==> config.mk <==
export PLATFORM = sky130hd
export DESIGN_NAME = acc_act_unit_flat
export DESIGN_NICKNAME = d
export VERILOG_FILES = /design/src/rtl/tpu_pkg.sv /design/src/rtl/acc_act_unit_if.sv /design/src/rtl/acc_act_unit_quant_lane.sv /design/src/rtl/acc_act_unit.sv /design/src/flat_wrapper.sv
export SDC_FILE = /design/constraint.sdc
export NUM_CORES = 1
export LEC_CHECK = 0
export CAP_MARGIN = 20
export CORE_UTILIZATION = 50
export DETAILED_ROUTE_END_ITERATION = 16
export MAX_ROUTING_LAYER = met4
export PLACE_DENSITY = 0.68
export SLEW_MARGIN = 20
export SYNTH_ARGS = -nofsm -noshare
export SYNTH_HDL_FRONTEND = slang
export SYNTH_HIERARCHICAL = 1
export SYNTH_SLANG_ARGS = --single-unit
export TNS_END_PERCENT = 30
==> constraint.sdc <==
create_clock -name clk -period 9.7 [get_ports clk]
set_input_delay 1.455 -clock clk [delete_from_list [all_inputs] [get_ports clk]]
set_output_delay 1.455 -clock clk [all_outputs]
set_load 0.03 [all_outputs]
==> src/rtl/tpu_pkg.sv <==
// rtl/tpu_pkg.sv - shared widths and state type for the accumulate/activate unit
package tpu_pkg;

   localparam int ACC_W = 32;
   localparam int OUT_W = 8;

   typedef enum logic [2:0] {
      IDLE    = 3'd0,
      POP     = 3'd1,
      CAPTURE = 3'd2,
      ACT     = 3'd3,
      OUT     = 3'd4
   } acc_act_state_t;

endpackage

==> src/rtl/acc_act_unit_if.sv <==
// rtl/acc_act_unit_if.sv - MMU result FIFO side and unified-buffer output side of acc_act_unit
interface acc_act_unit_if #(
   parameter int SIZE = 2
);
   import tpu_pkg::*;

   logic [SIZE-1:0][SIZE-1:0][ACC_W-1:0] tile_in;
   logic                                 tile_in_rdy;
   logic                                 tile_in_pop;
   logic [SIZE-1:0][SIZE-1:0][OUT_W-1:0] out_tile;
   logic                                 out_valid;
   logic                                 out_ready;

   modport master (
      input  tile_in,
      input  tile_in_rdy,
      input  out_ready,
      output tile_in_pop,
      output out_tile,
      output out_valid
   );

   modport slave (
      output tile_in,
      output tile_in_rdy,
      output out_ready,
      input  tile_in_pop,
      input  out_tile,
      input  out_valid
   );

endinterface

==> src/rtl/acc_act_unit_quant_lane.sv <==
// rtl/acc_act_unit_quant_lane.sv - one element of ReLU, rounding arithmetic shift and int8 saturation
module quant_lane
   import tpu_pkg::*;
(
   input  logic [ACC_W-1:0] i_x,
   input  logic [4:0]       i_shift,
   input  logic             i_relu,
   output logic [OUT_W-1:0] o_y
);

   localparam logic signed [ACC_W:0] SAT_MAX = {{(ACC_W-OUT_W+2){1'b0}}, {(OUT_W-1){1'b1}}};
   localparam logic signed [ACC_W:0] SAT_MIN = ~SAT_MAX;

   // One extra bit of headroom so the rounding bias can never overflow.
   logic signed [ACC_W:0] w_ext;
   logic signed [ACC_W:0] w_relu;
   logic signed [ACC_W:0] w_bias;
   logic signed [ACC_W:0] w_sum;
   logic signed [ACC_W:0] w_shr;

   assign w_ext  = $signed({i_x[ACC_W-1], i_x});
   assign w_relu = (i_relu && i_x[ACC_W-1]) ? '0 : w_ext;
   assign w_bias = (i_shift == 5'd0) ? '0 : $signed((ACC_W+1)'(1) << (i_shift - 5'd1));
   assign w_sum  = w_relu + w_bias;
   assign w_shr  = w_sum >>> i_shift;

   assign o_y = (w_shr > SAT_MAX) ? SAT_MAX[OUT_W-1:0] :
                (w_shr < SAT_MIN) ? SAT_MIN[OUT_W-1:0] :
                w_shr[OUT_W-1:0];

endmodule

==> src/rtl/acc_act_unit.sv <==
// rtl/acc_act_unit.sv - accumulates MMU partial-sum tiles, then quantizes one row per cycle to int8
module acc_act_unit
   import tpu_pkg::*;
#(
   parameter int SIZE = 2
) (
   input  logic           clk,
   input  logic           rst_n,
   input  logic           start,
   input  logic [7:0]     cfg_num_tiles,
   input  logic [4:0]     cfg_shift,
   input  logic           cfg_relu,
   output logic           busy,
   output logic           done,
   acc_act_unit_if.master bus
);

   localparam int ROW_W = (SIZE > 1) ? $clog2(SIZE) : 1;

   acc_act_state_t                       r_state;
   logic [SIZE-1:0][SIZE-1:0][ACC_W-1:0] r_acc;
   logic [SIZE-1:0][SIZE-1:0][OUT_W-1:0] r_out_tile;
   logic                                 r_out_valid;
   logic [7:0]                           r_tile_cnt;
   logic [7:0]                           r_num_tiles;
   logic [4:0]                           r_shift;
   logic                                 r_relu;
   logic [ROW_W-1:0]                     r_row_cnt;

   logic [SIZE-1:0][ACC_W-1:0]           w_acc_row;
   logic [SIZE-1:0][OUT_W-1:0]           w_q;
   logic                                 w_more_tiles;
   logic                                 w_last_row;

   assign w_acc_row    = r_acc[r_row_cnt];
   assign w_more_tiles = ({1'b0, r_tile_cnt} + 9'd1) < {1'b0, r_num_tiles};
   assign w_last_row   = (r_row_cnt == ROW_W'(SIZE - 1));

   genvar c;
   generate
      for (c = 0; c < SIZE; c++) begin : g_lane
         quant_lane u_quant_lane (
            .i_x     (w_acc_row[c]),
            .i_shift (r_shift),
            .i_relu  (r_relu),
            .o_y     (w_q[c])
         );
      end
   endgenerate

   always_ff @(posedge clk or negedge rst_n) begin
      if (!rst_n) begin
         r_state     <= IDLE;
         r_acc       <= '0;
         r_out_tile  <= '0;
         r_out_valid <= 1'b0;
         r_tile_cnt  <= '0;
         r_num_tiles <= '0;
         r_shift     <= '0;
         r_relu      <= 1'b0;
         r_row_cnt   <= '0;
      end else begin
         case (r_state)
            IDLE: begin
               if (start) begin
                  r_num_tiles <= (cfg_num_tiles == 8'd0) ? 8'd1 : cfg_num_tiles;
                  r_shift     <= cfg_shift;
                  r_relu      <= cfg_relu;
                  r_acc       <= '0;
                  r_tile_cnt  <= '0;
                  r_row_cnt   <= '0;
                  r_state     <= POP;
               end
            end
            POP: begin
               if (bus.tile_in_rdy) begin
                  r_state <= CAPTURE;
               end
            end
            CAPTURE: begin
               // FIFO data is valid the cycle after the pop; adds wrap freely.
               for (int r = 0; r < SIZE; r++) begin
                  for (int k = 0; k < SIZE; k++) begin
                     r_acc[r][k] <= r_acc[r][k] + bus.tile_in[r][k];
                  end
               end
               r_tile_cnt <= r_tile_cnt + 8'd1;
               if (w_more_tiles) begin
                  r_state <= POP;
               end else begin
                  r_row_cnt <= '0;
                  r_state   <= ACT;
               end
            end
            ACT: begin
               for (int k = 0; k < SIZE; k++) begin
                  r_out_tile[r_row_cnt][k] <= w_q[k];
               end
               r_row_cnt <= r_row_cnt + ROW_W'(1);
               if (w_last_row) begin
                  r_out_valid <= 1'b1;
                  r_state     <= OUT;
               end
            end
            OUT: begin
               if (bus.out_ready) begin
                  r_out_valid <= 1'b0;
                  r_state     <= IDLE;
               end
            end
            default: begin
               r_state <= IDLE;
            end
         endcase
      end
   end

   assign busy            = (r_state != IDLE);
   assign done            = (r_state == OUT) && bus.out_ready;
   assign bus.tile_in_pop = (r_state == POP) && bus.tile_in_rdy;
   assign bus.out_valid   = r_out_valid;
   assign bus.out_tile    = r_out_tile;

endmodule

==> src/flat_wrapper.sv <==
// flat-port wrapper written by rule: the top's interface ports become plain ports
module acc_act_unit_flat import tpu_pkg::*;
#(
   parameter int SIZE = 2
)
  (clk, rst_n, start, cfg_num_tiles, cfg_shift, cfg_relu, busy, done, bus_tile_in, bus_tile_in_rdy, bus_out_ready, bus_tile_in_pop, bus_out_tile, bus_out_valid);
  acc_act_unit_if #(.SIZE(SIZE)) bus_i ();
  input  logic clk;
  input  logic rst_n;
  input  logic start;
  input  logic [7:0] cfg_num_tiles;
  input  logic [4:0] cfg_shift;
  input  logic cfg_relu;
  output logic busy;
  output logic done;
  input wire logic [$bits(bus_i.tile_in)-1:0] bus_tile_in;
  input wire logic [$bits(bus_i.tile_in_rdy)-1:0] bus_tile_in_rdy;
  input wire logic [$bits(bus_i.out_ready)-1:0] bus_out_ready;
  output wire logic [$bits(bus_i.tile_in_pop)-1:0] bus_tile_in_pop;
  output wire logic [$bits(bus_i.out_tile)-1:0] bus_out_tile;
  output wire logic [$bits(bus_i.out_valid)-1:0] bus_out_valid;
  assign bus_i.tile_in = bus_tile_in;
  assign bus_i.tile_in_rdy = bus_tile_in_rdy;
  assign bus_i.out_ready = bus_out_ready;
  assign bus_tile_in_pop = bus_i.tile_in_pop;
  assign bus_out_tile = bus_i.out_tile;
  assign bus_out_valid = bus_i.out_valid;
  acc_act_unit #(.SIZE(SIZE)) u_core (.clk(clk), .rst_n(rst_n), .start(start), .cfg_num_tiles(cfg_num_tiles), .cfg_shift(cfg_shift), .cfg_relu(cfg_relu), .busy(busy), .done(done), .bus(bus_i));
endmodule
* After elaboration in Yosys (flattened, before gate mapping)
Cells that the tools add are included.
Word-level totals: ROM bits 0, logic and storage cells 93, memories 0, bits in writable memories 0, register bits after elaboration 187, latch bits 0, input port bits 147, output and inout port bits 36
Cells by class: shift-type cells 3, reduce and logical (&&, ||, !) cells 17, eq/ne operators 9, order comparisons 7, $mul 0, $add $sub $neg 10, muxes and demuxes 32, div/mod/pow operators 0, bitwise operators 0
Operators with widths (number):
- $pmux 128 s2 | 1
- $add 32x32->32 | 4
- $mux 128 | 1
- $mux 64 | 2
- $mux 33 | 3
- $add 33x33->33 | 2
- $gt 33x8->1 const B | 2
- $lt 33x8->1 const B | 2
- $sshr 33x5->33 | 2
- $bwmux 32 | 2
- $mux 8 | 7
- $shl 1x5->33 const A | 1
- $demux 16 s1 | 2
- $mux 16 | 1
- $pmux 8 s2 | 1
- $pmux 3 s5 | 1
- $mux 3 | 4
- $add 8x1->9 const B | 1
- $lt 9x8->1 | 1
- $add 8x1->8 const B | 1
- $logic_not 8->1 | 1
- $ne 2x2->1 const B | 4
- $eq 3x2->1 const B | 2
- $reduce_and 3->1 | 2
- 18 further kinds | 28

* Longest topological paths before layout
depth in word-level cells 11, mapped depth 24, mapped depth without buffers 21

* Hierarchy
Netlist, hierarchy kept.
Modules (own cells, without submodules):
- acc_act_unit | instances 1, area an instance 14162.3 um2, sequential area each 4679.5 um2, cells each 1598
- quant_lane at u_core.g_lane[1].u_quant_lane | instances 1, area an instance 5696.7 um2, sequential area each 0.0 um2, cells each 885
- quant_lane at u_core.g_lane[0].u_quant_lane | instances 1, area an instance 5112.4 um2, sequential area each 0.0 um2, cells each 770

* Least setup slack after synthesis
Ideal clock, no wire load.
kind register -> register, from register u_core.r_shift[2], to register u_core.r_out_tile, in the netlist u_core/bus.out_tile[0], clock period less this slack 5981 ps, data required time 9575 ps, arrival 5856 ps, library setup time 125 ps, stages on the path, launching flop included 24, buffers on the path 6, path slack 3719 ps, path through dfrtp_1 -> clkbuf_1 -> buf_2 -> clkbuf_1 -> clkbuf_1 -> buf_1 -> nand3_1 -> nor2_1 -> ha_1 -> buf_2 -> or3_1 -> o21ai_0 -> a31oi_1 -> or4_1 -> o21a_1 -> a32o_1 -> a211oi_4 -> mux2i_2 -> nor4b_1 -> nor3_1 -> or4_4 -> o31ai_4 -> o21ai_1 -> mux2_2
RTL lines:
- from (decl) | RTL line acc_act_unit.sv:26 | logic [4:0] r_shift;
- from (signal assigned) | RTL line acc_act_unit.sv:67 | r_shift <= cfg_shift;
- to (signal, indexed assignment) | RTL line acc_act_unit.sv:97 | r_out_tile[r_row_cnt][k] <= w_q[k];
- to (decl) | RTL line acc_act_unit.sv:22 | logic [SIZE-1:0][SIZE-1:0][OUT_W-1:0] r_out_tile;

==> flow_metrics.env <==
export IMPL_worst_path_max_fanout=34
export IMPL_numCtsBuffers=17
export IMPL_drive_above_1_share=0.0833
export IMPL_period_share=0.789
export IMPL_hold_path_startpoint="u_core/r_num_tiles[0]"
export IMPL_critPathLaunchType="flop"
export IMPL_via_count_of_the_first_global_routing_pass=24888
export IMPL_detail_route_first_pass_iterations=6
export IMPL_synth_most_common_cell="sky130_fd_sc_hd__nand2_1"
export IMPL_vias=26469
export IMPL_crit_reg2reg_capture="u_core/bus.out_tile[16]"
export IMPL_grt_max_degree=82
export IMPL_worst_slew_pin_transition_ns=1.04
export IMPL_nets=3649
export IMPL_clk_pin_slew_ns=0.09
export IMPL_place_detailed_hpwl_microns=72000
export IMPL_cap_viol_max_count=0
export IMPL_routed_wirelength_microns=93000
export IMPL_clock_latency_ns=0.51
export IMPL_routedWlPerCell_microns=23.4
export IMPL_yosysWarnings=6
export IMPL_hold_buffers=0
export IMPL_syn_cell_area_sq_um=25000
export IMPL_p_leak_nw=11.8
export IMPL_rr_worst_depth=19
export IMPL_most_area_consuming_cells_after_synthesis="sky130_fd_sc_hd__dfrtp_1 (19%), sky130_fd_sc_hd__ha_1 (9.8%), sky130_fd_sc_hd__nand2_1 (5.1%)"
export IMPL_critical_path_reg2reg_startpoint="u_core/r_shift[0]"
export IMPL_final_cells=3981
export IMPL_fp_row_count=81
export IMPL_synth_largest_area_cell="sky130_fd_sc_hd__dfrtp_1"
export IMPL_netlist_area_leader_share=0.187
export IMPL_tritoncts="yes"
export IMPL_required_time_at_the_worst_slack_endpoint_ns=10.08
export IMPL_finalHoldViolations=0
export IMPL_route_detailed_vias_per_inst=6.65
export IMPL_worst_hold_path_endpoint="u_core/r_num_tiles[0]"
export IMPL_worstSetupEndpointType="flop"
export IMPL_post_route_min_period_ns=7.65
export IMPL_critPathKind="reg2reg"
export IMPL_syn_area_per_cell_sq_um=7.68
export IMPL_worst_r2r_setup_slack_ns=2.05
export IMPL_dp_worst_setup_slack_ns=2.15
export IMPL_die_w_microns=225
export IMPL_cts_root_buffer_cell="sky130_fd_sc_hd__clkbuf_16"
export IMPL_grt_first_pass_wirelength_microns=143000
export IMPL_totalNegativeSetupSlack_ns=0
export IMPL_numPlacedInstances=3945
export IMPL_synth_seq_area_share=0.187
export IMPL_global_route_usage_total=0.372
export IMPL_drtIter0Drc=2470
export IMPL_synth_async_reset_ratio=1.00
export IMPL_die_h_microns=225
export IMPL_worst_slew_margin_rel=0.303
export IMPL_ir_worst_vdd_uv=150
export IMPL_clkSinkCount=187
export IMPL_clock_skew_final_ns=0.0234
export IMPL_cts_repair_resize_count=0
export IMPL_cts_max_path_buffers=2
export IMPL_synth_fa_ha_area_frac=0.103
export IMPL_core_sq_um=49200
export IMPL_finalWeightedCongestion=1.04
export IMPL_final_fill_count=4675
export IMPL_synth_net_count=3602
export IMPL_finalSetupViolCount=0
export IMPL_most_instantiated_flip_flop_cell_in_the_synthesis_netlist="sky130_fd_sc_hd__dfrtp_1"
export IMPL_worst_slack_ns=2.05
export IMPL_peak_clock_frequency_supported_by_timing_mhz=131
export IMPL_port_buffer_count=182
export IMPL_dominant_combinational_cell_family_by_area_after_synthesis="compound AO/OA/AOI/OAI gates"
export IMPL_syn_instance_count=3253
export IMPL_area_growth_synth_to_final_pct=10.9
export IMPL_hold_path_cell_count=2
export IMPL_ys_seq_elements=187
export IMPL_holdCritPathClass="reg2reg"
export IMPL_cts_htree_levels=4
export IMPL_synth_enable_flop_cells=0
export IMPL_synth_lib_cells_used_distinct=127
export IMPL_seq_area_sq_um=4690
export IMPL_dieArea_sq_um=50800
export IMPL_slew_viol_final=0
export IMPL_antenna_found_initial=5
export IMPL_post_cts_repair_setup_buffers=0
export IMPL_run_status="completed"
export IMPL_ant_nets=0
export IMPL_boundaryPins=183
export IMPL_multiInputGateArea_sq_um=19200
export IMPL_synthSimpleGateAreaFrac=0.233
export IMPL_power_density_nw_per_um2=351
export IMPL_synthMuxAreaShare=0.0857
export IMPL_initial_utilization=0.508
export IMPL_critPathArrivalTime_ns=8.04
export IMPL_yosys_top_cells_count="sky130_fd_sc_hd__nand2_1 (339), sky130_fd_sc_hd__nor2_1 (295), sky130_fd_sc_hd__o21ai_0 (240)"
export IMPL_synthesized_area_fraction_occupied_by_ao_oa_aoi_and_oai_cells=0.292
export IMPL_synthXorXnorAreaFrac=0.0550
export IMPL_rsz0062_at_grt="no"
export IMPL_global_route_overflow_total=0
export IMPL_drc=0
-- layer usage --
layer	wire length [microns]	up-vias	global-route usage
met5	0	-	-
met4	3290	0	0.148
met2	41900	1144	0.569
met1	41600	12866	0.501
met3	6210	172	0.0419
li1	-	12287	-
-- cells in the final DEF (no fill, tap or decap), types with 16 or more instances in the layout --
cell                                n
sky130_fd_sc_hd__nor2_1           293
sky130_fd_sc_hd__o21a_1            44
sky130_fd_sc_hd__o221ai_1          16
sky130_fd_sc_hd__clkbuf_16         17
sky130_fd_sc_hd__nor3_1            72
sky130_fd_sc_hd__nand3_1          153
sky130_fd_sc_hd__nand4_1           47
sky130_fd_sc_hd__and2_1            85
sky130_fd_sc_hd__o31ai_1           19
sky130_fd_sc_hd__mux2_2           100
sky130_fd_sc_hd__dfrtp_1          181
sky130_fd_sc_hd__ha_1             196
sky130_fd_sc_hd__nor2b_1           23
sky130_fd_sc_hd__nand2b_1          30
sky130_fd_sc_hd__o21bai_1          19
sky130_fd_sc_hd__inv_1             75
sky130_fd_sc_hd__o22ai_1           17
sky130_fd_sc_hd__clkdlybuf4s50_1  181
sky130_fd_sc_hd__buf_4             26
sky130_fd_sc_hd__xnor2_1           77
sky130_fd_sc_hd__a21o_1            92
sky130_fd_sc_hd__o211ai_1          42
sky130_fd_sc_hd__nand2_1          338
sky130_fd_sc_hd__a21oi_1          217
sky130_fd_sc_hd__xor2_1            76
sky130_fd_sc_hd__a211oi_1          44
sky130_fd_sc_hd__mux2i_1           65
sky130_fd_sc_hd__o21ai_1           42
sky130_fd_sc_hd__o21ai_0          240
sky130_fd_sc_hd__and3_1            30
sky130_fd_sc_hd__a31oi_1           34
sky130_fd_sc_hd__nor4_1            21
-- worst max-delay path: stages, from the launching register on --
cell,delay (ns)
sky130_fd_sc_hd__dfrtp_2,0.66
sky130_fd_sc_hd__inv_1,0.44
sky130_fd_sc_hd__buf_4,0.34
sky130_fd_sc_hd__nand2_1,0.51
sky130_fd_sc_hd__nor3_1,0.52
sky130_fd_sc_hd__ha_1,0.44
sky130_fd_sc_hd__a21oi_1,0.27
sky130_fd_sc_hd__o21ai_0,0.28
sky130_fd_sc_hd__a221oi_1,0.47
sky130_fd_sc_hd__a41oi_1,0.21
sky130_fd_sc_hd__nand2_1,0.53
sky130_fd_sc_hd__clkinv_1,0.52
sky130_fd_sc_hd__a21oi_1,0.47
sky130_fd_sc_hd__nor3_1,0.09
sky130_fd_sc_hd__a311oi_1,0.43
sky130_fd_sc_hd__a32o_1,0.23
sky130_fd_sc_hd__a211oi_1,0.08
sky130_fd_sc_hd__a31oi_1,0.50
sky130_fd_sc_hd__o21ai_1,0.21
sky130_fd_sc_hd__mux2_2,0.30
-- cells by family after synthesis --
family                     count (synthesis)
AOI/OAI and AO/OA                       1064
and+or+nand+nor                         1199
xor gates and xnor gates                 155
muxes                                    182
DFF                                      187
adders and majority gates                202
buffers and inverters                    262
other                                      2
-- how the worst max path moves through the flow --
| stage | depth (start not counted) | startpoint | slack (ns) | endpoint |
|---|---|---|---|---|
| final | 19 | u_core/r_shift[0] | 2.05 | u_core/bus.out_tile[16] |
| after global routing | 19 | u_core/r_shift[0] | 1.41 | u_core/bus.out_tile[4] |
| after CTS | 18 | u_core/r_shift[0] | 2.14 | u_core/bus.out_tile[4] |
| after detailed placement | 18 | u_core/r_shift[0] | 2.15 | u_core/bus.out_tile[4] |
| after global placement | 18 | u_core/r_shift[0] | 2.24 | u_core/bus.out_tile[16] |
| after floorplan | 23 | u_core/r_shift[2] | 3.72 | u_core/bus.out_tile[0] |
-- where the power goes --
group,switching [mW],internal [mW]
logic,4.77,2.76
clock network,0.398,0.369
registers,0.333,1.10
total,5.50,4.23
-- state kept, by name, indices dropped and copies added (netlist names) --
register	cells
u_core/r_num_tiles	8
u_core/bus.out_tile	32
u_core/r_shift	5
u_core/r_row_cnt	1
u_core/r_acc	128
u_core/r_relu	1
u_core/bus.out_valid	1
u_core/r_state	3
u_core/r_tile_cnt	8
-- through the flow --
step                      utilization  hold WS (ns)  total power, mW  area (sq um)
final                           0.563         0.500             9.73         27700
after global placement          0.551         0.474             8.62         27100
after global routing            0.563         0.519             10.4         27700
after floorplan                     -         0.441             6.69         25000
after detailed placement        0.551         0.475             8.73         27100
after CTS                       0.563         0.499             9.55         27700
-- final cells by class --
cell class / instances / share of cell area
Multi-Input combinational cell: 2804 / 0.694
Antenna cell: 4 / 0.000361
Inverter: 82 / 0.0111
Clock buffer: 17 / 0.0154
Clock inverter: 15 / 0.00664
Timing Repair Buffer: 208 / 0.0730
Sequential cell: 187 / 0.169
Tap cell: 664 / 0.0300
(Power assumes the default switching activity.)
